### src/rtl/control_multiciclo_if.sv
// Control bundle between the multi-cycle main control FSM and the datapath / memories.
// The master side is the controller: it samples the opcode and memory readies and
// drives strobes, decoded selects and status. The slave side is the datapath/memory view.
interface control_multiciclo_if;
  logic [6:0] opcode;
  logic       imem_ready;
  logic       dmem_ready;
  logic       if_req;
  logic       ir_we;
  logic       pc_we;
  logic [2:0] RI;
  logic [1:0] LS;
  logic [2:0] BJ;
  logic [1:0] Data_S;
  logic       ALU_S;
  logic       Reg_W;
  logic       Mem_R;
  logic       Mem_W;
  logic       EXC;
  logic [1:0] exc_cause;
  logic       halted;
  logic       instr_done;
  logic [2:0] state;

  modport master (
    input  opcode, imem_ready, dmem_ready,
    output if_req, ir_we, pc_we, RI, LS, BJ, Data_S, ALU_S,
           Reg_W, Mem_R, Mem_W, EXC, exc_cause, halted, instr_done, state
  );

  modport slave (
    output opcode, imem_ready, dmem_ready,
    input  if_req, ir_we, pc_we, RI, LS, BJ, Data_S, ALU_S,
           Reg_W, Mem_R, Mem_W, EXC, exc_cause, halted, instr_done, state
  );
endinterface

### src/rtl/control_multiciclo.sv
// Multi-cycle main control FSM for the RISC-V datapath.
// Walks FETCH -> DECODE -> EXECUTE -> (MEM) -> (WB), waits on memory readies with a
// bounded counter, and traps with a cause code on illegal opcodes or memory timeouts.
// Decoded selects are captured at the end of DECODE and held until the next DECODE,
// so the datapath sees stable selects for the whole life of the instruction.
// MEM_TIMEOUT must be at least 1 and must fit in CNT_W bits (2**CNT_W > MEM_TIMEOUT).
module control_multiciclo #(
  parameter int MEM_TIMEOUT = 15,
  parameter int CNT_W       = 4,
  parameter int HALT_ON_EXC = 1
) (
  input  logic                 clk,
  input  logic                 rst,
  control_multiciclo_if.master io_ctrl
);

  typedef enum logic [2:0] {
    S_FETCH   = 3'd0,
    S_DECODE  = 3'd1,
    S_EXECUTE = 3'd2,
    S_MEM     = 3'd3,
    S_WB      = 3'd4,
    S_TRAP    = 3'd5
  } state_t;

  localparam logic [6:0] OP_R      = 7'b0110011;
  localparam logic [6:0] OP_I      = 7'b0010011;
  localparam logic [6:0] OP_LOAD   = 7'b0000011;
  localparam logic [6:0] OP_STORE  = 7'b0100011;
  localparam logic [6:0] OP_BRANCH = 7'b1100011;
  localparam logic [6:0] OP_JALR   = 7'b1100111;
  localparam logic [6:0] OP_JAL    = 7'b1101111;
  localparam logic [6:0] OP_AUIPC  = 7'b0010111;
  localparam logic [6:0] OP_LUI    = 7'b0110111;

  localparam logic [1:0] CAUSE_NONE    = 2'b00;
  localparam logic [1:0] CAUSE_ILLEGAL = 2'b01;
  localparam logic [1:0] CAUSE_FETCH   = 2'b10;
  localparam logic [1:0] CAUSE_DATA    = 2'b11;

  localparam logic [CNT_W-1:0] TIMEOUT_CNT = CNT_W'(MEM_TIMEOUT);
  localparam logic             HALT_EN     = (HALT_ON_EXC != 0);

  // Registered state
  state_t           r_state;
  logic [CNT_W-1:0] r_cnt;
  logic [1:0]       r_cause;
  logic             r_trapExit;
  logic [2:0]       r_riSel;
  logic [1:0]       r_lsSel;
  logic [2:0]       r_bjSel;
  logic [1:0]       r_dataSel;
  logic             r_aluSel;

  // Combinational decode of the current opcode
  logic [2:0]       w_decRi;
  logic [1:0]       w_decLs;
  logic [2:0]       w_decBj;
  logic [1:0]       w_decData;
  logic             w_decAlu;
  logic             w_illegal;

  // Next-state values
  state_t           w_nextState;
  logic [CNT_W-1:0] w_nextCnt;
  logic [1:0]       w_nextCause;
  logic             w_nextTrapExit;
  logic             w_loadFields;

  // Instruction class, derived from the held selects so it stays valid after DECODE
  logic             w_isLoad;
  logic             w_isStore;
  logic             w_isBranch;
  logic             w_cntExpired;

  assign w_isLoad     = (r_lsSel == 2'b10);
  assign w_isStore    = (r_lsSel == 2'b01);
  assign w_isBranch   = (r_bjSel == 3'b001);
  assign w_cntExpired = (r_cnt == TIMEOUT_CNT);

  // Main opcode decoder; anything outside the table decodes to all-zero selects and flags illegal
  always_comb begin
    w_decRi   = 3'b000;
    w_decLs   = 2'b00;
    w_decBj   = 3'b000;
    w_decData = 2'b00;
    w_decAlu  = 1'b0;
    w_illegal = 1'b0;
    case (io_ctrl.opcode)
      OP_R: begin
        w_decRi = 3'b001;
      end
      OP_I: begin
        w_decRi  = 3'b010;
        w_decAlu = 1'b1;
      end
      OP_LOAD: begin
        w_decRi   = 3'b110;
        w_decLs   = 2'b10;
        w_decData = 2'b01;
        w_decAlu  = 1'b1;
      end
      OP_STORE: begin
        w_decRi   = 3'b110;
        w_decLs   = 2'b01;
        w_decData = 2'b01;
        w_decAlu  = 1'b1;
      end
      OP_BRANCH: begin
        w_decRi = 3'b101;
        w_decBj = 3'b001;
      end
      OP_JALR: begin
        w_decBj   = 3'b101;
        w_decData = 2'b11;
      end
      OP_JAL: begin
        w_decBj   = 3'b100;
        w_decData = 2'b11;
      end
      OP_AUIPC: begin
        w_decBj = 3'b010;
      end
      OP_LUI: begin
        w_decData = 2'b10;
      end
      default: begin
        w_illegal = 1'b1;
      end
    endcase
  end

  // Next-state and strobe logic; readies are only looked at in FETCH and MEM
  always_comb begin
    w_nextState        = r_state;
    w_nextCnt          = '0;
    w_nextCause        = r_cause;
    w_nextTrapExit     = 1'b0;
    w_loadFields       = 1'b0;
    io_ctrl.if_req     = 1'b0;
    io_ctrl.ir_we      = 1'b0;
    io_ctrl.pc_we      = 1'b0;
    io_ctrl.Reg_W      = 1'b0;
    io_ctrl.Mem_R      = 1'b0;
    io_ctrl.Mem_W      = 1'b0;
    io_ctrl.instr_done = 1'b0;
    case (r_state)
      S_FETCH: begin
        io_ctrl.if_req = 1'b1;
        io_ctrl.pc_we  = r_trapExit;
        if (io_ctrl.imem_ready) begin
          io_ctrl.ir_we = 1'b1;
          w_nextState   = S_DECODE;
        end else if (w_cntExpired) begin
          w_nextState = S_TRAP;
          w_nextCause = CAUSE_FETCH;
        end else begin
          w_nextCnt = r_cnt + CNT_W'(1);
        end
      end
      S_DECODE: begin
        w_loadFields = 1'b1;
        if (w_illegal) begin
          w_nextState = S_TRAP;
          w_nextCause = CAUSE_ILLEGAL;
        end else begin
          w_nextState = S_EXECUTE;
        end
      end
      S_EXECUTE: begin
        if (w_isLoad || w_isStore) begin
          w_nextState = S_MEM;
        end else if (w_isBranch) begin
          io_ctrl.pc_we      = 1'b1;
          io_ctrl.instr_done = 1'b1;
          w_nextState        = S_FETCH;
        end else begin
          w_nextState = S_WB;
        end
      end
      S_MEM: begin
        io_ctrl.Mem_R = w_isLoad;
        io_ctrl.Mem_W = w_isStore;
        if (io_ctrl.dmem_ready) begin
          if (w_isLoad) begin
            w_nextState = S_WB;
          end else begin
            io_ctrl.pc_we      = 1'b1;
            io_ctrl.instr_done = 1'b1;
            w_nextState        = S_FETCH;
          end
        end else if (w_cntExpired) begin
          w_nextState = S_TRAP;
          w_nextCause = CAUSE_DATA;
        end else begin
          w_nextCnt = r_cnt + CNT_W'(1);
        end
      end
      S_WB: begin
        io_ctrl.Reg_W      = 1'b1;
        io_ctrl.pc_we      = 1'b1;
        io_ctrl.instr_done = 1'b1;
        w_nextState        = S_FETCH;
      end
      S_TRAP: begin
        if (!HALT_EN) begin
          w_nextState    = S_FETCH;
          w_nextCause    = CAUSE_NONE;
          w_nextTrapExit = 1'b1;
        end
      end
      default: begin
        w_nextState = S_FETCH;
        w_nextCause = CAUSE_NONE;
      end
    endcase
  end

  // State, wait counter, cause and held selects; reset wins over everything
  always_ff @(posedge clk) begin
    if (rst) begin
      r_state    <= S_FETCH;
      r_cnt      <= '0;
      r_cause    <= CAUSE_NONE;
      r_trapExit <= 1'b0;
      r_riSel    <= 3'b000;
      r_lsSel    <= 2'b00;
      r_bjSel    <= 3'b000;
      r_dataSel  <= 2'b00;
      r_aluSel   <= 1'b0;
    end else begin
      r_state    <= w_nextState;
      r_cnt      <= w_nextCnt;
      r_cause    <= w_nextCause;
      r_trapExit <= w_nextTrapExit;
      if (w_loadFields) begin
        r_riSel   <= w_decRi;
        r_lsSel   <= w_decLs;
        r_bjSel   <= w_decBj;
        r_dataSel <= w_decData;
        r_aluSel  <= w_decAlu;
      end
    end
  end

  assign io_ctrl.RI        = r_riSel;
  assign io_ctrl.LS        = r_lsSel;
  assign io_ctrl.BJ        = r_bjSel;
  assign io_ctrl.Data_S    = r_dataSel;
  assign io_ctrl.ALU_S     = r_aluSel;
  assign io_ctrl.EXC       = (r_state == S_TRAP);
  assign io_ctrl.halted    = (r_state == S_TRAP) && HALT_EN;
  assign io_ctrl.exc_cause = r_cause;
  assign io_ctrl.state     = r_state;

endmodule

### src/flat_wrapper.sv
// flat-port wrapper written by rule: the top's interface ports become plain ports
module control_multiciclo_flat 
#(
  parameter int MEM_TIMEOUT = 15,
  parameter int CNT_W       = 4,
  parameter int HALT_ON_EXC = 1
)
  (clk, rst, io_ctrl_opcode, io_ctrl_imem_ready, io_ctrl_dmem_ready, io_ctrl_if_req, io_ctrl_ir_we, io_ctrl_pc_we, io_ctrl_RI, io_ctrl_LS, io_ctrl_BJ, io_ctrl_Data_S, io_ctrl_ALU_S, io_ctrl_Reg_W, io_ctrl_Mem_R, io_ctrl_Mem_W, io_ctrl_EXC, io_ctrl_exc_cause, io_ctrl_halted, io_ctrl_instr_done, io_ctrl_state);
  control_multiciclo_if io_ctrl_i ();
  input  logic clk;
  input  logic rst;
  input wire logic [$bits(io_ctrl_i.opcode)-1:0] io_ctrl_opcode;
  input wire logic [$bits(io_ctrl_i.imem_ready)-1:0] io_ctrl_imem_ready;
  input wire logic [$bits(io_ctrl_i.dmem_ready)-1:0] io_ctrl_dmem_ready;
  output wire logic [$bits(io_ctrl_i.if_req)-1:0] io_ctrl_if_req;
  output wire logic [$bits(io_ctrl_i.ir_we)-1:0] io_ctrl_ir_we;
  output wire logic [$bits(io_ctrl_i.pc_we)-1:0] io_ctrl_pc_we;
  output wire logic [$bits(io_ctrl_i.RI)-1:0] io_ctrl_RI;
  output wire logic [$bits(io_ctrl_i.LS)-1:0] io_ctrl_LS;
  output wire logic [$bits(io_ctrl_i.BJ)-1:0] io_ctrl_BJ;
  output wire logic [$bits(io_ctrl_i.Data_S)-1:0] io_ctrl_Data_S;
  output wire logic [$bits(io_ctrl_i.ALU_S)-1:0] io_ctrl_ALU_S;
  output wire logic [$bits(io_ctrl_i.Reg_W)-1:0] io_ctrl_Reg_W;
  output wire logic [$bits(io_ctrl_i.Mem_R)-1:0] io_ctrl_Mem_R;
  output wire logic [$bits(io_ctrl_i.Mem_W)-1:0] io_ctrl_Mem_W;
  output wire logic [$bits(io_ctrl_i.EXC)-1:0] io_ctrl_EXC;
  output wire logic [$bits(io_ctrl_i.exc_cause)-1:0] io_ctrl_exc_cause;
  output wire logic [$bits(io_ctrl_i.halted)-1:0] io_ctrl_halted;
  output wire logic [$bits(io_ctrl_i.instr_done)-1:0] io_ctrl_instr_done;
  output wire logic [$bits(io_ctrl_i.state)-1:0] io_ctrl_state;
  assign io_ctrl_i.opcode = io_ctrl_opcode;
  assign io_ctrl_i.imem_ready = io_ctrl_imem_ready;
  assign io_ctrl_i.dmem_ready = io_ctrl_dmem_ready;
  assign io_ctrl_if_req = io_ctrl_i.if_req;
  assign io_ctrl_ir_we = io_ctrl_i.ir_we;
  assign io_ctrl_pc_we = io_ctrl_i.pc_we;
  assign io_ctrl_RI = io_ctrl_i.RI;
  assign io_ctrl_LS = io_ctrl_i.LS;
  assign io_ctrl_BJ = io_ctrl_i.BJ;
  assign io_ctrl_Data_S = io_ctrl_i.Data_S;
  assign io_ctrl_ALU_S = io_ctrl_i.ALU_S;
  assign io_ctrl_Reg_W = io_ctrl_i.Reg_W;
  assign io_ctrl_Mem_R = io_ctrl_i.Mem_R;
  assign io_ctrl_Mem_W = io_ctrl_i.Mem_W;
  assign io_ctrl_EXC = io_ctrl_i.EXC;
  assign io_ctrl_exc_cause = io_ctrl_i.exc_cause;
  assign io_ctrl_halted = io_ctrl_i.halted;
  assign io_ctrl_instr_done = io_ctrl_i.instr_done;
  assign io_ctrl_state = io_ctrl_i.state;
  control_multiciclo #(.MEM_TIMEOUT(MEM_TIMEOUT), .CNT_W(CNT_W), .HALT_ON_EXC(HALT_ON_EXC)) u_core (.clk(clk), .rst(rst), .io_ctrl(io_ctrl_i));
endmodule
### config.mk
export PLATFORM = sky130hd
export DESIGN_NAME = control_multiciclo_flat
export DESIGN_NICKNAME = d
export VERILOG_FILES = /design/src/rtl/control_multiciclo_if.sv /design/src/rtl/control_multiciclo.sv /design/src/flat_wrapper.sv
export SDC_FILE = /design/constraint.sdc
export NUM_CORES = 1
export LEC_CHECK = 0
export ABC_AREA = 1
export CORE_MARGIN = 3
export CORE_UTILIZATION = 45
export DETAILED_ROUTE_END_ITERATION = 6
export GPL_TIMING_DRIVEN = 1
export PLACE_DENSITY = 0.81
export SLEW_MARGIN = 20
export SYNTH_ARGS = -nofsm -noshare
export SYNTH_HDL_FRONTEND = slang
export SYNTH_SLANG_ARGS = --single-unit
### constraint.sdc
create_clock -name clk -period 1.7 [get_ports clk]
set_input_delay 0.34 -clock clk [delete_from_list [all_inputs] [get_ports clk]]
set_output_delay 0.34 -clock clk [all_outputs]
set_load 0.02 [all_outputs]
==> impl_metrics.ini, run 1 <==
[outcome]
status = complete, but fails checks
violations = negative setup slack

[yosys]
synth_top_area_cell = dfxtp_1
synth.top_cell.area_share = 0.351
synth_area_leaders = dfxtp_1 35%, nand2_1 9.9%, nor2_1 8.6%
ys_seq_area_frac = 0.351
synth-main-ff-cell = dfxtp_1
synthTopCellsByCount = 30 x nand2_1, 26 x nor2_1, 25 x inv_1
synth.avg_cell_area_um2 = 6.83
synth_most_common_cell = nand2_1
ys_warn_count = 0
syn_area_um2 = 1140
synth_nets = 181
synthArstFlopShare = 0
synth_edf_count = 0
syn-instance-count = 167
synth.distinct_cells = 29
ys_seq_elements = 20

[cts]
cts_tree = yes
cts_buffers = 3
clkTransAtPathRegs_ps = 120
ctsHoldBuffers = 0
clk-insertion-delay-late_ps = 310
cts.htree.levels = 1
root_buffer = clkbuf_4
cts_sinks = 20
clockBufferDepth = 2

[finish]
utilization = 0.789
final_area_um2 = 1810
antenna_cells = 0
final_cells = 260
area_growth_pct = 58.9
nNetsFinal = 247
drive_gt1_frac = 0.341

[timing]
finalSetupTns_ps = -30.0
timing.final.ws_setup_ps = -30.0
drv_slew = 0
setup_viol = 1
rsz0062_at_grt = true
relSlewSlack = 0.776
skew_ps = 4.62
max_slew.worst_pin.slew_ps = 336
fmax_ghz = 0.578
fin_crit_ps = 1730
finalHoldViolCount = 0
post-route-period-util = 1.02

[flow_run]
cap_violations = 0

[route]
vias_per_cell = 5.12
drt_iter0_drc = 40
drtPass1Iterations = 4
ant_nets = 0
wl_per_cell_um = 12.6
vias = 1332
drc = 0
drt-total-wl_mm = 3.26

[min_path]
hp-start = u_core.r_cnt[0]$_SDFF_PP0_
hold_end = u_core.r_cnt[0]$_SDFF_PP0_
hold_class = flip-flop to flip-flop
hold_path_depth = 1

[setup_path]
path_class = flip-flop to output pin
timing.rr.start = u_core.io_ctrl.state[2]$_SDFFE_PP0N_
worstPathArrival_ps = 1390
cp.required_ps = 1360
path_max_fanout = 2
rr_worst_depth = 11
endpoint_kind = output pin
ff2ff_setup_slack_ps = 150
r2r_end = u_core.io_ctrl.exc_cause[1]$_SDFFE_PP0P_
start_kind = flip-flop

[die]
dieArea_um2 = 3170
num_io_pins = 36
die_h_um = 56.3
die_w_um = 56.3
start_util = 0.496
core_um2 = 2300
rows = 17

[grt]
antenna_found_initial = 0
grt_pass1_vias = 1315
use_met2 = 0.416
grt_first_pass_wirelength_mm = 5.45
grt_util_met1 = 0.215
busiest_layer = met2
grt_usage = 0.213
grt_util_met3 = 0.0345
grt.overflow.total = 0
grt_start_max_net_pins = 13

[place]
gp_congestion = 0.843
pre_cts_slack_ps = -379
place_area_um2 = 1740
dp_hpwl_mm = 2.50
port_buffers = 35
dp.cells = 255

[pwr]
vdd_drop_max_mv = 0.535
power_per_cell_area_nw_per_um2 = 780
p_leak_uw = 0.000892
==> per-layer routing <==
| layer | vias up | share of wire |
|---|---|---|
| met3 | 11 | 0.067 |
| li1 | 665 | - |
| met1 | 607 | 0.38 |
| met5 | - | 0 |
| met2 | 49 | 0.53 |
| met4 | 0 | 0.029 |
==> power breakdown <==
part	switching, µW	total [µW]	internal, µW
logic	274	488	214
registers	25.9	535	509
clock network	152	391	239
total	452	1410	962
==> logic make-up (layout without fill, tap and decap cells) <==
logic type | Yosys count | after routing | share of synthesized area
compound gates | 27 | 27 | 0.143
xor+xnor | 1 | 1 | 0.00769
fa+ha+maj | 3 | 3 | 0.0329
buf+inv | 33 | 98 | 0.120
flops | 20 | 20 | 0.351
simple gates | 83 | 83 | 0.346
==> through the flow <==
| step | hold WS, ps | power (µW) |
|---|---|---|
| after global placement | 443 | 989 |
| after global routing | 498 | 1490 |
| after CTS | 470 | 1400 |
| after floorplan | 430 | 788 |
| final | 468 | 1410 |
| after detailed placement | 452 | 1010 |
==> sequential cells by signal, indices dropped and copies added (netlist names) <==
register / cells
u_core.r_cnt: 4
u_core.io_ctrl.BJ: 3
u_core.io_ctrl.RI: 3
u_core.io_ctrl.state: 3
u_core.io_ctrl.Data_S: 2
u_core.io_ctrl.LS: 2
u_core.io_ctrl.exc_cause: 2
u_core.io_ctrl.ALU_S: 1
==> critical path, cell delays in order, from the launching register on <==
cell	delay, ps
dfxtp_2	350
inv_2	40
ha_4	270
inv_4	40
o31ai_4	200
buf_4	190
==> worst max-delay path by stage <==
stage / from / to / slack, ps / depth (start not counted)
4_1_cts: u_core.io_ctrl.LS[0]$_SDFFE_PP0P_ / io_ctrl_pc_we / -40 / 5
3_5_place_dp: io_ctrl_dmem_ready / io_ctrl_pc_we / -380 / 4
5_1_grt: u_core.io_ctrl.state[1]$_SDFFE_PP0N_ / io_ctrl_pc_we / -90 / 4
6_report: u_core.io_ctrl.LS[0]$_SDFFE_PP0P_ / io_ctrl_pc_we / -30 / 5
2_1_floorplan: u_core.io_ctrl.LS[0]$_SDFFE_PP0P_ / io_ctrl_pc_we / 7 / 5
3_3_place_gp: io_ctrl_dmem_ready / io_ctrl_pc_we / -320 / 4
==> layout by cell type (no fill, tap or decap), types with 2 or more instances in the layout <==
cell type        count
o21ai_0              6
clkdlybuf4s50_1     18
inv_1               21
nor2_2               4
a21oi_1             11
dfxtp_1             14
clkbuf_4             3
nand3_2              4
ha_1                 2
nor2_1              23
dlygate4sd2_1        7
inv_2                6
a21oi_2              2
nand2_2              6
buf_2                6
dfxtp_2              5
nand3_1              8
nor3_1               4
buf_4               32
nand2_1             29
==> area by class of cell <==
cell class / count / area [µm²]
clock buffers: 3 / 22.5
clock inverters: 1 / 30.0
fillers: 168 / 485
inverters: 28 / 108
multi-input cells: 114 / 659
flip-flops and latches: 20 / 410
well taps: 28 / 35.0
repair buffers: 66 / 547
==> repair_timing <==
action	in CTS	in global routing
pin swaps	2	1
setup endpoints to repair	16	6
setup buffers	0	1
hold endpoints to repair	0	0
gates resized for setup	54	9
No activity file was read; power rests on OpenSTA's default activity.
==> run 2: changes to the inputs <==
CORE_UTILIZATION = 47   (was 45)
CTS_BUF_LIST = sky130_fd_sc_hd__clkbuf_4   (was unset)
PLACE_DENSITY = 0.84   (was 0.81)
==> impl_metrics.ini, run 2 (same netlist as run 1, synthesis figures left out) <==
[setup_path]
endpoint_kind = output pin
rr_worst_depth = 11
crit_path_top_delay_cell = dfxtp_2
path_max_fanout = 5
path_cells = inv_1, nand3_2, o31ai_4, buf_4
cp.required_ps = 1360
start_kind = flip-flop
path_class = flip-flop to output pin
worstPathArrival_ps = 1400
slowest_delay_ps = 370

[timing]
drv_slew = 0
relSlewSlack = 0.780
setup_viol = 2
max_slew.worst_pin.slew_ps = 330
rsz0062_at_grt = true
timing.final.ws_setup_ps = -42.9
fmax_ghz = 0.574
hold_ws_ps = 473
fin_crit_ps = 1740
finalHoldViolCount = 0
skew_ps = 4.41
post-route-period-util = 1.03

[finish]
drive_gt1_frac = 0.315
top_register = u_core.r_cnt
final_common_cell = buf_4
largest_reg_flops = 4
utilization = 0.803
layout_common_cells = 36 x buf_4, 30 x nand2_1, 25 x nor2_1
antenna_cells = 0
area_growth_pct = 58.8
fill_cells = 157
nNetsFinal = 247

[route]
wl_per_cell_um = 13.0
drt_iter0_drc = 30
ant_nets = 0
drt-total-wl_mm = 3.38
vias = 1340
vias_per_cell = 5.15
drc = 0
drtPass1Iterations = 5

[die]
die_w_um = 55.2
start_util = 0.506
core_um2 = 2250
die_h_um = 55.2
dieArea_um2 = 3050
num_io_pins = 36
rows = 17

[pwr]
clock_power_share = 0.280
power.switching_uw = 454
power_per_cell_area_nw_per_um2 = 780
seqPwrFrac = 0.378
p_leak_uw = 0.000911
p_comb_frac = 0.342
sw_frac_of_total = 0.322
vdd_drop_max_mv = 0.823
p_int_uw = 959

[min_path]
hold_class = flip-flop to flip-flop
hold_path_depth = 2

[place]
dp_hpwl_mm = 2.57
port_buffers = 35
gp_congestion = 0.839

[cts]
cts_buffers = 3
clkTransAtPathRegs_ps = 120
clk-insertion-delay-late_ps = 310
cts.htree.levels = 1
ctsHoldBuffers = 0
cts_tree = yes
cts_sinks = 20
post_cts_buffers = 0
root_buffer = clkbuf_4
clockBufferDepth = 2

[grt]
antenna_found_initial = 0
grt_pass1_vias = 1352
grt_first_pass_wirelength_mm = 5.60
grt_start_max_net_pins = 13
grt.overflow.total = 0
grt_usage = 0.221

[outcome]
violations = negative setup slack
status = complete, but fails checks

[flow_run]
cap_violations = 0
[run 2: layout make-up]
cell class	instances	area, µm²	share of cell area
inverters	28	105	0.0581
flip-flops and latches	20	407	0.225
multi-input cells	114	657	0.363
clock buffers	3	22.5	0.0124
well taps	28	35.0	0.0194
repair buffers	66	554	0.306
clock inverters	1	30.0	0.0166
[run 2: per-layer routing]
layer / vias up / share of wire / global-route usage
met4: 0 / 0.019 / 0.0833
li1: 660 / - / -
met2: 47 / 0.54 / 0.431
met1: 625 / 0.39 / 0.241
met5: - / 0 / 0
met3: 8 / 0.049 / 0.0187
[run 2: critical path: cells and delay by family (launching register included)]
kind | cells | cell delay (ps)
buffers and inverters | 2 | 290
flip-flops | 1 | 370
AO/OA/AOI/OAI | 1 | 290
AND/OR/NAND/NOR | 1 | 130
[run 2: repair_timing]
| action | in CTS | in global routing |
|---|---|---|
| endpoints found under the setup margin | 14 | 10 |
| resized for setup | 48 | 12 |
| gates cloned | 0 | 0 |
| pin swaps | 2 | 0 |
[run 2: worst paths after layout]
path / startpoint / endpoint / slack, ps
hold / removal: u_core.io_ctrl.ALU_S$_SDFFE_PP0P_ / u_core.io_ctrl.ALU_S$_SDFFE_PP0P_ / 470
setup reg to reg: u_core.io_ctrl.state[2]$_SDFFE_PP0N_ / u_core.io_ctrl.exc_cause[1]$_SDFFE_PP0P_ / 160
hold reg to reg: u_core.io_ctrl.ALU_S$_SDFFE_PP0P_ / u_core.io_ctrl.ALU_S$_SDFFE_PP0P_ / 470
setup / recovery: u_core.io_ctrl.state[0]$_SDFFE_PP0N_ / io_ctrl_instr_done / -40
[run 2: through the flow]
step / cells / setup TNS (ps) / setup WS (ps) / instance area [µm²] / total power [µW]
after global routing: 260 / -233 / -94.4 / 1810 / 1490
after global placement: 256 / -1070 / -328 / 1740 / 994
after CTS: 260 / -27.8 / -27.8 / 1800 / 1400
final: 260 / -53.7 / -42.9 / 1810 / 1410
after detailed placement: 256 / -1920 / -378 / 1740 / 1010
after floorplan: 167 / 0 / 6.56 / 1160 / 788
[run 2: power groups by stage]
stage          logic [µW]  clock network [µW]  registers, µW
6_report              483                 395            534
4_1_cts               473                 394            533
2_1_floorplan         207                   0            581
5_1_grt               524                 425            539
3_3_place_gp          456                   0            537
3_5_place_dp          471                   0            540
